[src/rtl/mest_pro_mem_ctrl_pkg.sv]
// Shared widths, memory map and op-type encoding for the MESTPro memory initiator.
package mest_pro_mem_ctrl_pkg;

    localparam int unsigned ADDR_BITS        = 16;
    localparam int unsigned DATA_BITS        = 16;
    localparam int unsigned INSTRUCTION_SIZE = 16;
    localparam int unsigned ROM_SIZE         = 256;

    // Op type latched at grant; reused by the core.
    typedef enum logic [1:0] {
        OP_FETCH = 2'd0,
        OP_LOAD  = 2'd1,
        OP_STORE = 2'd2
    } mem_op_e;

    // Map a data-port write enable onto its op type.
    function automatic mem_op_e data_op(input logic we);
        return we ? OP_STORE : OP_LOAD;
    endfunction

endpackage

[src/rtl/mest_pro_mem_ctrl_arb.sv]
// Fetch/data priority with a bounded data streak so fetches cannot starve.
module mest_pro_mem_arb
    import mest_pro_mem_ctrl_pkg::*;
#(
    parameter int unsigned DATA_STREAK = 3
) (
    input  logic CLK,
    input  logic RESET_N,
    input  logic i_fetch_req,
    input  logic i_data_req,
    input  logic i_grant_en,
    output logic o_grant_fetch_c,
    output logic o_grant_data_c
);

    localparam int unsigned CNT_W = $clog2(DATA_STREAK + 2);

    logic [CNT_W-1:0] r_streak;
    logic             w_streak_full;
    logic             w_fetch_first;

    assign w_streak_full   = (r_streak == CNT_W'(DATA_STREAK));
    assign w_fetch_first   = i_fetch_req && (!i_data_req || w_streak_full);
    assign o_grant_fetch_c = i_grant_en && w_fetch_first;
    assign o_grant_data_c  = i_grant_en && i_data_req && !w_fetch_first;

    // Count data grants that overtook a waiting fetch; any other grant clears it.
    always_ff @(posedge CLK or negedge RESET_N) begin
        if (!RESET_N) begin
            r_streak <= '0;
        end else if (o_grant_fetch_c) begin
            r_streak <= '0;
        end else if (o_grant_data_c) begin
            if (!i_fetch_req) begin
                r_streak <= '0;
            end else if (!w_streak_full) begin
                r_streak <= r_streak + CNT_W'(1);
            end
        end
    end

endmodule

[src/rtl/mest_pro_mem_ctrl.sv]
// Serialises fetch and load/store requests onto the single-port memory command bus.
module mest_pro_mem_ctrl
    import mest_pro_mem_ctrl_pkg::*;
#(
    parameter int unsigned ADDR_W      = ADDR_BITS,
    parameter int unsigned DATA_W      = DATA_BITS,
    parameter int unsigned INST_W      = INSTRUCTION_SIZE,
    parameter int unsigned DATA_STREAK = 3
) (
    input  logic              CLK,
    input  logic              RESET_N,
    input  logic              i_fetch_req,
    input  logic [ADDR_W-1:0] i_fetch_pc,
    output logic              o_fetch_ack,
    output logic [INST_W-1:0] o_inst,
    input  logic              i_data_req,
    input  logic              i_data_we,
    input  logic [ADDR_W-1:0] i_data_addr,
    input  logic [DATA_W-1:0] i_data_wdata,
    output logic              o_data_ack,
    output logic [INST_W-1:0] o_data_rdata,
    output logic              o_data_err,
    output logic              o_mem_cs,
    output logic              o_mem_we,
    output logic              o_mem_sel,
    output logic [ADDR_W-1:0] o_mem_pc,
    output logic [ADDR_W-1:0] o_mem_addr,
    output logic [DATA_W-1:0] o_mem_wdat,
    input  logic [INST_W-1:0] i_mem_inst,
    input  logic [INST_W-1:0] i_mem_dat,
    input  logic              i_mem_err
);

    typedef enum logic [1:0] {
        ST_IDLE    = 2'd0,
        ST_ISSUE   = 2'd1,
        ST_CAPTURE = 2'd2,
        ST_DONE    = 2'd3
    } state_e;

    state_e  r_state;
    mem_op_e r_op;
    logic    w_grant_en;
    logic    w_grant_fetch;
    logic    w_grant_data;

    assign w_grant_en = (r_state == ST_IDLE);

    mest_pro_mem_arb #(
        .DATA_STREAK (DATA_STREAK)
    ) u_arb (
        .CLK             (CLK),
        .RESET_N         (RESET_N),
        .i_fetch_req     (i_fetch_req),
        .i_data_req      (i_data_req),
        .i_grant_en      (w_grant_en),
        .o_grant_fetch_c (w_grant_fetch),
        .o_grant_data_c  (w_grant_data)
    );

    // Access sequencer: grant in IDLE, one command cycle, capture, one-cycle ack.
    always_ff @(posedge CLK or negedge RESET_N) begin
        if (!RESET_N) begin
            r_state      <= ST_IDLE;
            r_op         <= OP_FETCH;
            o_fetch_ack  <= 1'b0;
            o_inst       <= '0;
            o_data_ack   <= 1'b0;
            o_data_rdata <= '0;
            o_data_err   <= 1'b0;
            o_mem_cs     <= 1'b0;
            o_mem_we     <= 1'b0;
            o_mem_sel    <= 1'b0;
            o_mem_pc     <= '0;
            o_mem_addr   <= '0;
            o_mem_wdat   <= '0;
        end else begin
            o_fetch_ack <= 1'b0;
            o_data_ack  <= 1'b0;
            case (r_state)
                ST_IDLE: begin
                    if (w_grant_fetch) begin
                        r_op     <= OP_FETCH;
                        o_mem_cs <= 1'b1;
                        o_mem_pc <= i_fetch_pc;
                        r_state  <= ST_ISSUE;
                    end else if (w_grant_data) begin
                        r_op       <= data_op(i_data_we);
                        o_mem_we   <= i_data_we;
                        o_mem_sel  <= !i_data_we;
                        o_mem_addr <= i_data_addr;
                        if (i_data_we) begin
                            o_mem_wdat <= i_data_wdata;
                        end
                        r_state    <= ST_ISSUE;
                    end
                end
                ST_ISSUE: begin
                    o_mem_cs  <= 1'b0;
                    o_mem_we  <= 1'b0;
                    o_mem_sel <= 1'b0;
                    r_state   <= ST_CAPTURE;
                end
                ST_CAPTURE: begin
                    case (r_op)
                        OP_FETCH: begin
                            o_inst      <= i_mem_inst;
                            o_fetch_ack <= 1'b1;
                        end
                        OP_LOAD: begin
                            o_data_rdata <= i_mem_dat;
                            o_data_err   <= i_mem_err;
                            o_data_ack   <= 1'b1;
                        end
                        default: begin
                            o_data_err <= i_mem_err;
                            o_data_ack <= 1'b1;
                        end
                    endcase
                    r_state <= ST_DONE;
                end
                default: begin
                    r_state <= ST_IDLE;
                end
            endcase
        end
    end

endmodule

[config.mk]
export PLATFORM = sky130hd
export DESIGN_NAME = mest_pro_mem_ctrl
export DESIGN_NICKNAME = d
export VERILOG_FILES = /design/src/rtl/mest_pro_mem_ctrl_pkg.sv /design/src/rtl/mest_pro_mem_ctrl_arb.sv /design/src/rtl/mest_pro_mem_ctrl.sv
export SDC_FILE = /design/constraint.sdc
export NUM_CORES = 1
export LEC_CHECK = 0
export CORE_MARGIN = 2
export CORE_UTILIZATION = 25
export CTS_CLUSTER_SIZE = 40
export DETAILED_ROUTE_END_ITERATION = 10
export PLACE_DENSITY = 0.5
export REMOVE_ABC_BUFFERS = 1
export SETUP_SLACK_MARGIN = 0.05
export SLEW_MARGIN = 20
export SYNTH_ARGS = -nofsm -noshare
export SYNTH_HDL_FRONTEND = slang
export SYNTH_SLANG_ARGS = --single-unit
[constraint.sdc]
create_clock -name CLK -period 2.7 [get_ports CLK]
set_clock_uncertainty 0.2 [all_clocks]
set_input_delay 0.54 -clock CLK [delete_from_list [all_inputs] [get_ports CLK]]
set_output_delay 0.54 -clock CLK [all_outputs]
set_load 0.01 [all_outputs]
### Word level (Yosys, flattened, before mapping)

Cells that the tools add are included.

* add/subtract/negate cells: 1
* mux-type cells: 22
* bitwise operators: 2
* reduce and logical (&&, ||, !) cells: 22
* equality and inequality tests: 9

Operator list (count)
* 2-bit AND reduction: 7
* 3-bit 2-to-1 mux: 4
* 2-bit 2-to-1 mux: 5
* 1-bit 2-to-1 mux: 9
* 2-bit inequality test, second input constant: 3
* 1-bit case mux with 2 select lines: 3
* 2-bit case mux with 3 select lines: 1
* 3-bit AND reduction: 2
* 2-bit by 1-bit equality test with 1-bit output, second input constant: 2
* 1-bit logical AND: 4
* 2-bit zero test: 2
* 4-bit AND reduction: 1
* 2-bit nonzero test: 2
* 3-bit by 1-bit adder with 3-bit output, second input constant: 1
* 3-bit by 2-bit equality test with 1-bit output, second input constant: 1
* 1-bit zero test: 3
* 3-bit by 2-bit inequality test with 1-bit output, second input constant: 1
* 3-bit inequality test, second input constant: 1
* 2-bit equality test, second input constant: 1
* 1-bit inverter: 2
* 1-bit logical OR: 1

* output and inout port bits: 86
* flip-flop bits (word level): 93
* input port bits: 86

### Logic depth before layout (Yosys ltp)

Gate-level depths: netlist of the first run.

* depth in word-level cells: 8
* gate-level depth with buffers: 7
* depth with buffers taken out: 5

### By module

Synthesis of the first run repeated with hierarchy kept, for this count alone.

* cell total of the unflattened synthesis: 237
* area, all modules: 3751.1 µm²

Modules (own cells, without submodules)
* mest_pro_mem_ctrl: times used 1, area each 3579.7 µm², cells each 219
* mest_pro_mem_arb: times used 1, area each 171.4 µm², cells each 18

### Worst setup path after synthesis of the first run

No wires, ideal clock.

* path type: register -> register
* start point: reg u_arb.r_streak[0]
* end point: reg o_mem_addr[10]
* path buffers: 1
* slack: 802 ps
* clock period less this slack: 1898 ps
* library setup time: 125 ps
* stages on the path, launching flop included: 7
* arrival: 1574 ps
* cells stage by stage: dfrtp_1 -> ha_1 -> ha_1 -> and2_1 -> nor2_4 -> buf_6 -> mux2_2

* longest elaborated chain between the ends: 6
* elaborated cells between the ends (all ways): 8
* classes of those cells: 1 x eq/ne; 1 x bitwise; 6 x reduce/logical

Ends and longest elaborated chain
* start: declaration: line mest_pro_mem_ctrl_arb.sv:18 `logic [CNT_W-1:0] r_streak;`
* start signal: assignment: line mest_pro_mem_ctrl_arb.sv:37 `r_streak <= r_streak + CNT_W'(1);`
* 3-bit by 2-bit equality test with 1-bit output *: line mest_pro_mem_ctrl_arb.sv:22 `assign w_streak_full = (r_streak == CNT_W'(DATA_STREAK));`
* 1-bit logical OR *: line mest_pro_mem_ctrl_arb.sv:23 `assign w_fetch_first = i_fetch_req && (!i_data_req || w_streak_full);`
* 1-bit logical AND *: line mest_pro_mem_ctrl_arb.sv:23
* 1-bit zero test or 1-bit logical AND (tied branches): line mest_pro_mem_ctrl_arb.sv:25, mest_pro_mem_ctrl_arb.sv:24
* 1-bit logical AND or 1-bit inverter (tied branches)
* 3-bit AND reduction (no source line) *
* end signal: assignment: line mest_pro_mem_ctrl.sv:91 `o_mem_addr <= i_data_addr;`
* end: declaration: line mest_pro_mem_ctrl.sv:27 `output logic [ADDR_W-1:0] o_mem_addr,`

Mark *: on every way between the ends. The rest lies on a longest branch, timed or not.
A chain may end at the register's enable or synchronous reset.

### Worst setup path in the final report of the first run

* start point: reg r_state[0]
* end point: reg o_mem_pc[5]

* longest elaborated chain between the ends: 3

Ends and longest elaborated chain
* start: declaration: line mest_pro_mem_ctrl.sv:41 `state_e r_state;`
* start signal: assignment: line mest_pro_mem_ctrl.sv:64 `r_state <= ST_IDLE;`
* start signal: assignment: line mest_pro_mem_ctrl.sv:86 `r_state <= ST_ISSUE;`
* start signal: assignment: line mest_pro_mem_ctrl.sv:95 `r_state <= ST_ISSUE;`
* 2-bit zero test *: line mest_pro_mem_ctrl.sv:47, mest_pro_mem_ctrl.sv:80
* 1-bit logical AND: line mest_pro_mem_ctrl_arb.sv:24 `assign o_grant_fetch_c = i_grant_en && w_fetch_first;`
* 2-bit AND reduction (no source line) *
* end signal: assignment: line mest_pro_mem_ctrl.sv:85 `o_mem_pc <= i_fetch_pc;`
* end: declaration: line mest_pro_mem_ctrl.sv:26 `output logic [ADDR_W-1:0] o_mem_pc,`

Marked as above.

==> metrics.yaml, run 1 <==
floorplanning:
  rows: 44
  core_um2: 14400
  io_pins: 172
  initial_core_util: 0.253
  die_h_um: 125
  die_width_um: 125
  die_area_um2: 15600
global_route:
  grt_pass1_vias: 2787
  use_met1: 0.148
  antenna_found_initial: 0
  overflow: 0
  grt-busiest-layer: "met2"
  grtUsageMet2: 0.186
  grt_max_degree: 45
  grt_first_pass_wirelength_mm: 14.6
  grt_use_met3: 0.0614
  track_usage: 0.119
power_and_ir_drop:
  p_leak_nw: 2.44
  power.density_nw_per_um2: 1150
  ir_drop_v: 0.000525
  finalPower_mw: 6.81
timing:
  worst_pin_slew_ps: 602
  fmax_ghz: 0.444
  relSlewSlack: 0.599
  rsz0062_at_grt: "no"
  layout_setup_ws_ps: 447
  final-hold-violation-count: 0
  period_minus_slack_ps: 2250
  worst_hold_slack_ps: 0.258
  slew_violations: 0
  period_share: 0.835
  finalSetupTns_ps: 0
  setup_viol: 0
critical_path:
  cp-start-kind: "flop"
  critPathMaxFanout: 16
  path_class: "reg -> reg"
  cpPeakStageDelay_ps: 440
  crit_buf_inv: 1
  startpoint: "r_state[0]$_DFFE_PN0P_"
  cp.arrival_ps: 2280
  r2r_start: "r_state[0]$_DFFE_PN0P_"
  crit_chain: "inv_1 > ha_1 > nand2_1 > nor2_4 > mux2_2"
  crit_family: "simple AND/OR/NAND/NOR gates"
  cpMaxStageDelayCell: "nor2_4"
  end_kind: "flop"
  worst_ep_required_time_ps: 2720
status:
  status: "completed"
cts:
  clock_sinks: 93
  clk_pin_slew_ps: 60
  cts_buffers: 9
  tritoncts: "yes"
  postCtsSetupRepairBufs: 0
  clockRootBuffer: "clkbuf_16"
  cts_buffer_depth: 2
  clk_latency_ps: 340
  cts_resized: 0
  ctsHtreeMaxLevel: 3
  cts_hold_buf: 0
routing:
  routed_via_density: 4.23
  drtAntennaViolNets: 0
  drt-total-wl_mm: 8.76
  drt-initial-drc-count: 69
  drc_errors: 0
  first_pass_iters: 4
  vias: 2535
  wl_per_cell_um: 14.6
logic_synthesis:
  synth.distinct_cells: 24
  synth-seq-cells: 93
  synth_top_cell_area_share: 0.637
  yosysTopAreaCell: "dfrtp_1"
  netlist_instances: 228
  ys_top_cells_by_area: "dfrtp_1, mux2_2, ha_1, buf_6, nand2_1"
  avgSynthCellArea_um2: 16.0
  yosys_warnings: 0
  netlist_area_um2: 3650
  yosysSeqAreaShare: 0.637
cells_and_area:
  num_antenna_cells: 0
  synthToLayoutAreaGrowth_pct: 61.6
  final_cells: 599
  final_layout_size_suffix_gt1_frac: 0.265
  finalNetCount: 502
placed_design:
  place_inst: 583
  io_buffers: 171
  pre_cts_slack_ps: 171
  place.gp.congestion: 0.691
  dp.final_hpwl_mm: 6.29
run:
  cap_violations: 0
min_path:
  hold_class: "in -> async"
==> per-stage QoR <==
step / util / cell area [µm²]
global placement: 0.387 / 5590
global route: 0.409 / 5900
CTS: 0.409 / 5900
detailed placement: 0.387 / 5590
floorplan: - / 3590
finish: 0.409 / 5900
==> layout by cell type (no fill, tap or decap), drive strengths merged <==
| cell type | Yosys | routed |
|---|---|---|
| o221ai | 2 | 2 |
| clkinvlp | 0 | 1 |
| nand3b | 1 | 1 |
| o211a | 1 | 1 |
| o21ai | 6 | 6 |
| clkinv | 0 | 1 |
| o31ai | 1 | 1 |
| inv | 7 | 7 |
| nand4 | 1 | 1 |
| o22ai | 1 | 1 |
| and2b | 1 | 1 |
| or3 | 1 | 1 |
| a211o | 1 | 1 |
| mux2 | 82 | 82 |
| clkdlybuf4s50 | 0 | 170 |
| clkbuf | 0 | 13 |
| nand2 | 9 | 9 |
| nor3b | 1 | 1 |
| and2 | 1 | 1 |
| nor2 | 2 | 2 |
| dfrtp | 93 | 93 |
| a21boi | 1 | 1 |
| buf | 6 | 7 |
| nand3 | 2 | 2 |
| o21a | 1 | 1 |
| nor3 | 1 | 1 |
| bufinv | 0 | 1 |
| ha | 6 | 6 |
==> flip-flops by register name, summed over array words and instances (netlist names) <==
signal	count
o_mem_we	1
o_fetch_ack	1
o_data_ack	1
o_mem_sel	1
o_mem_cs	1
o_mem_pc	16
o_inst	16
o_mem_wdat	16
o_mem_addr	16
o_data_rdata	16
o_data_err	1
r_op	2
u_arb.r_streak	3
r_state	2
==> worst paths after layout <==
path | to | cells after the start | slack [ps]
setup reg to reg | o_mem_pc[5]$_DFFE_PN0P_ | 5 | 450
hold / removal | o_inst[4]$_DFFE_PN0P_ | 1 | 0.3
max in group asynchronous | o_inst[10]$_DFFE_PN0P_ | 2 | 1570
hold reg to reg | o_mem_wdat[14]$_DFFE_PN0P_ | 1 | 300
min in group CLK | o_mem_wdat[14]$_DFFE_PN0P_ | 1 | 300
setup / recovery | o_mem_pc[5]$_DFFE_PN0P_ | 5 | 450
==> report_power, final <==
group / total [mW] / switching, mW / internal [mW]
logic: 3.04 / 1.11 / 1.93
registers: 2.45 / 0.354 / 2.10
clock network: 1.32 / 0.524 / 0.793
==> cell families after synthesis <==
group | after synthesis | share of synthesized area
compound gates | 14 | 0.0261
buf+inv | 13 | 0.0236
mux | 82 | 0.253
flops | 93 | 0.637
simple gates | 20 | 0.0394
fa+ha+maj | 6 | 0.0206
==> final cells by class <==
type | count | area (µm²)
timing repair buffer | 177 | 1770
multi-input combinational | 122 | 1240
fill | 1391 | 8520
tap | 184 | 230
clock buffer | 13 | 270
clock inverter | 3 | 42.5
sequential | 93 | 2330
inverter | 7 | 26.3
==> synthesized netlist by cell type (all sizes together) <==
library cell and n:
nand3 2, o211a 1, nor3b 1, mux2 82, nor2 2, nand4 1, o21ai 6, inv 7
dfrtp 93, and2b 1, a21boi 1, o22ai 1, o31ai 1, and2 1, a211o 1, nand3b 1
buf 6, nor3 1, o221ai 2, nand2 9, or3 1, o21a 1, ha 6
==> per-layer routing <==
| layer | up-vias | part of all wire |
|---|---|---|
| met5 | - | 0 |
| met4 | 0 | 0.0082 |
| met3 | 5 | 0.081 |
| met2 | 108 | 0.46 |
| met1 | 1253 | 0.45 |
| li1 | 1169 | - |
(Power assumes the default switching activity.)
==> run 2: changes to the inputs <==
Clock period 2.7 ns to 2.2 ns, I/O delays scaled along.
==> metrics.yaml, run 2 (synthesis results as in run 1) <==
floorplanning:
  rows: 44
  io_pins: 172
  die_area_um2: 15600
  core_um2: 14400
  die_width_um: 125
  initial_core_util: 0.253
  die_h_um: 125
cts:
  cts_buffers: 9
  clock_sinks: 93
  clk_pin_slew_ps: 60
  tritoncts: "yes"
  cts_buffer_depth: 2
  clk_latency_ps: 340
  clockRootBuffer: "clkbuf_16"
  ctsHtreeMaxLevel: 3
critical_path:
  critPathMaxFanout: 6
  rr_worst_depth: 6
  crit_chain: "inv_1 > ha_1 > buf_4 > inv_1 > or3_1 > mux2_2"
  worst_ep_required_time_ps: 2220
  cp-start-kind: "flop"
  path_class: "reg -> reg"
  ff2ff_setup_slack_ps: 220
  cp_common_cell: "inv_1"
  r2r-end: "r_state[1]$_DFFE_PN0P_"
  r2r_start: "r_state[0]$_DFFE_PN0P_"
  cp.arrival_ps: 2010
  crit_buf_inv: 3
  cpMaxStageDelayCell: "dfrtp_1"
  crit_family: "flip-flops"
  end_kind: "flop"
  cpPeakStageDelay_ps: 410
timing:
  period_share: 0.902
  rsz0062_at_grt: "no"
  worst_hold_slack_ps: 290
  finalSetupTns_ps: 0
  slew_violations: 0
  final-hold-violation-count: 0
  worst_pin_slew_ps: 529
  fmax_ghz: 0.504
  period_minus_slack_ps: 1980
  setup_viol: 0
  relSlewSlack: 0.648
routing:
  drt-initial-drc-count: 52
  drt-total-wl_mm: 8.59
  wl_per_cell_um: 14.2
  first_pass_iters: 4
  drtAntennaViolNets: 0
  vias: 2521
  routed_via_density: 4.17
  drc_errors: 0
global_route:
  overflow: 0
  grt_max_degree: 39
  grt_pass1_vias: 2788
  track_usage: 0.114
  antenna_found_initial: 0
  grt_first_pass_wirelength_mm: 14.1
power_and_ir_drop:
  p_switching_mw: 2.43
  power_frac_comb: 0.455
  p_leak_nw: 2.47
  ir_drop_v: 0.000653
  p_int_mw: 5.92
  power.density_nw_per_um2: 1400
  seq_power_share: 0.361
  swShare: 0.291
  finalPower_mw: 8.36
  p_clk_frac: 0.184
min_path:
  holdPathStages: 2
  hp-start: "u_arb.r_streak[2]$_DFFE_PN0P_"
  hold_class: "reg -> reg"
  whs_endpoint: "u_arb.r_streak[2]$_DFFE_PN0P_"
cells_and_area:
  num_antenna_cells: 0
  synthToLayoutAreaGrowth_pct: 63.6
  layout_common_cells: "clkdlybuf4s50_1, dfrtp_1, mux2_2"
  mostFrequentLayoutCell: "clkdlybuf4s50_1"
  n_fill_cell: 1362
  final_layout_size_suffix_gt1_frac: 0.269
  finalNetCount: 507
placed_design:
  io_buffers: 171
  dp.final_hpwl_mm: 6.26
  place.gp.congestion: 0.710
run:
  cap_violations: 0
status:
  status: "completed"
[run 2: changes by cell type in the layout (fill, tap and decap cells not counted), sizes merged]
cell and change:
clkbuf -1, dlygate4sd3 +1, buf +4, clkinv +1
[run 2: worst max-delay path by stage]
stage	start	endpoint	slack, ps	cells past startpoint
after detailed placement	i_fetch_req	o_mem_wdat[4]$_DFFE_PN0P_	50	4
after CTS	r_state[0]$_DFFE_PN0P_	o_mem_wdat[11]$_DFFE_PN0P_	180	5
after global routing	u_arb.r_streak[0]$_DFFE_PN0P_	o_mem_we$_DFFE_PN0P_	70	6
final	r_state[0]$_DFFE_PN0P_	r_state[1]$_DFFE_PN0P_	220	6
after floorplan	r_state[0]$_DFFE_PN0P_	o_mem_addr[0]$_DFFE_PN0P_	220	5
after global placement	i_fetch_req	o_mem_wdat[13]$_DFFE_PN0P_	100	4
[run 2: repair_timing]
action / in CTS / in global routing
setup buffers: 0 / 0
hold buffers: 1 / 0
setup endpoints to repair: 0 / 1
resized for setup: 0 / 0
hold endpoints to repair: 36 / 0
[run 2: layout make-up]
class                           count  area, µm²  area share
Sequential cell                    93       2330       0.390
Timing Repair Buffer              182       1860       0.311
Multi-Input combinational cell    122       1240       0.207
Clock buffer                       12        246      0.0413
Tap cell                          184        230      0.0386
Clock inverter                      4       47.5     0.00796
Inverter                            7       26.3     0.00440
[run 2: power groups by stage]
stage          Clock [mW]  Sequential, mW  Combinational, mW
2_1_floorplan           0            3.40               1.26
3_3_place_gp            0            3.03               3.83
3_5_place_dp            0            3.06               3.86
4_1_cts              1.62            3.04               3.87
5_1_grt              1.68            3.15               4.07
6_report             1.54            3.02               3.80
[run 2: worst min-delay path: stages, from the launching register on]
cell and delay, ps:
dfrtp_1 340, nand2_1 50, o21ai_0 60
[run 2: per-stage QoR]
stage                     utilization  cell area [µm²]  worst slack [ps]  std cells
after floorplan                     -             3590               216        222
after global placement          0.393             5670              96.2        587
after detailed placement        0.393             5670              49.4        587
after CTS                       0.414             5970               178        604
after global routing            0.414             5970              66.6        604
final                           0.414             5970               217        604
[run 2: routing by layer]
layer / vias up / global-route usage / part of all wire
met4: 0 / 0.0451 / 0.016
met2: 109 / 0.179 / 0.47
li1: 1181 / - / -
met3: 8 / 0.0447 / 0.076
met5: - / 0 / 0
met1: 1223 / 0.142 / 0.44
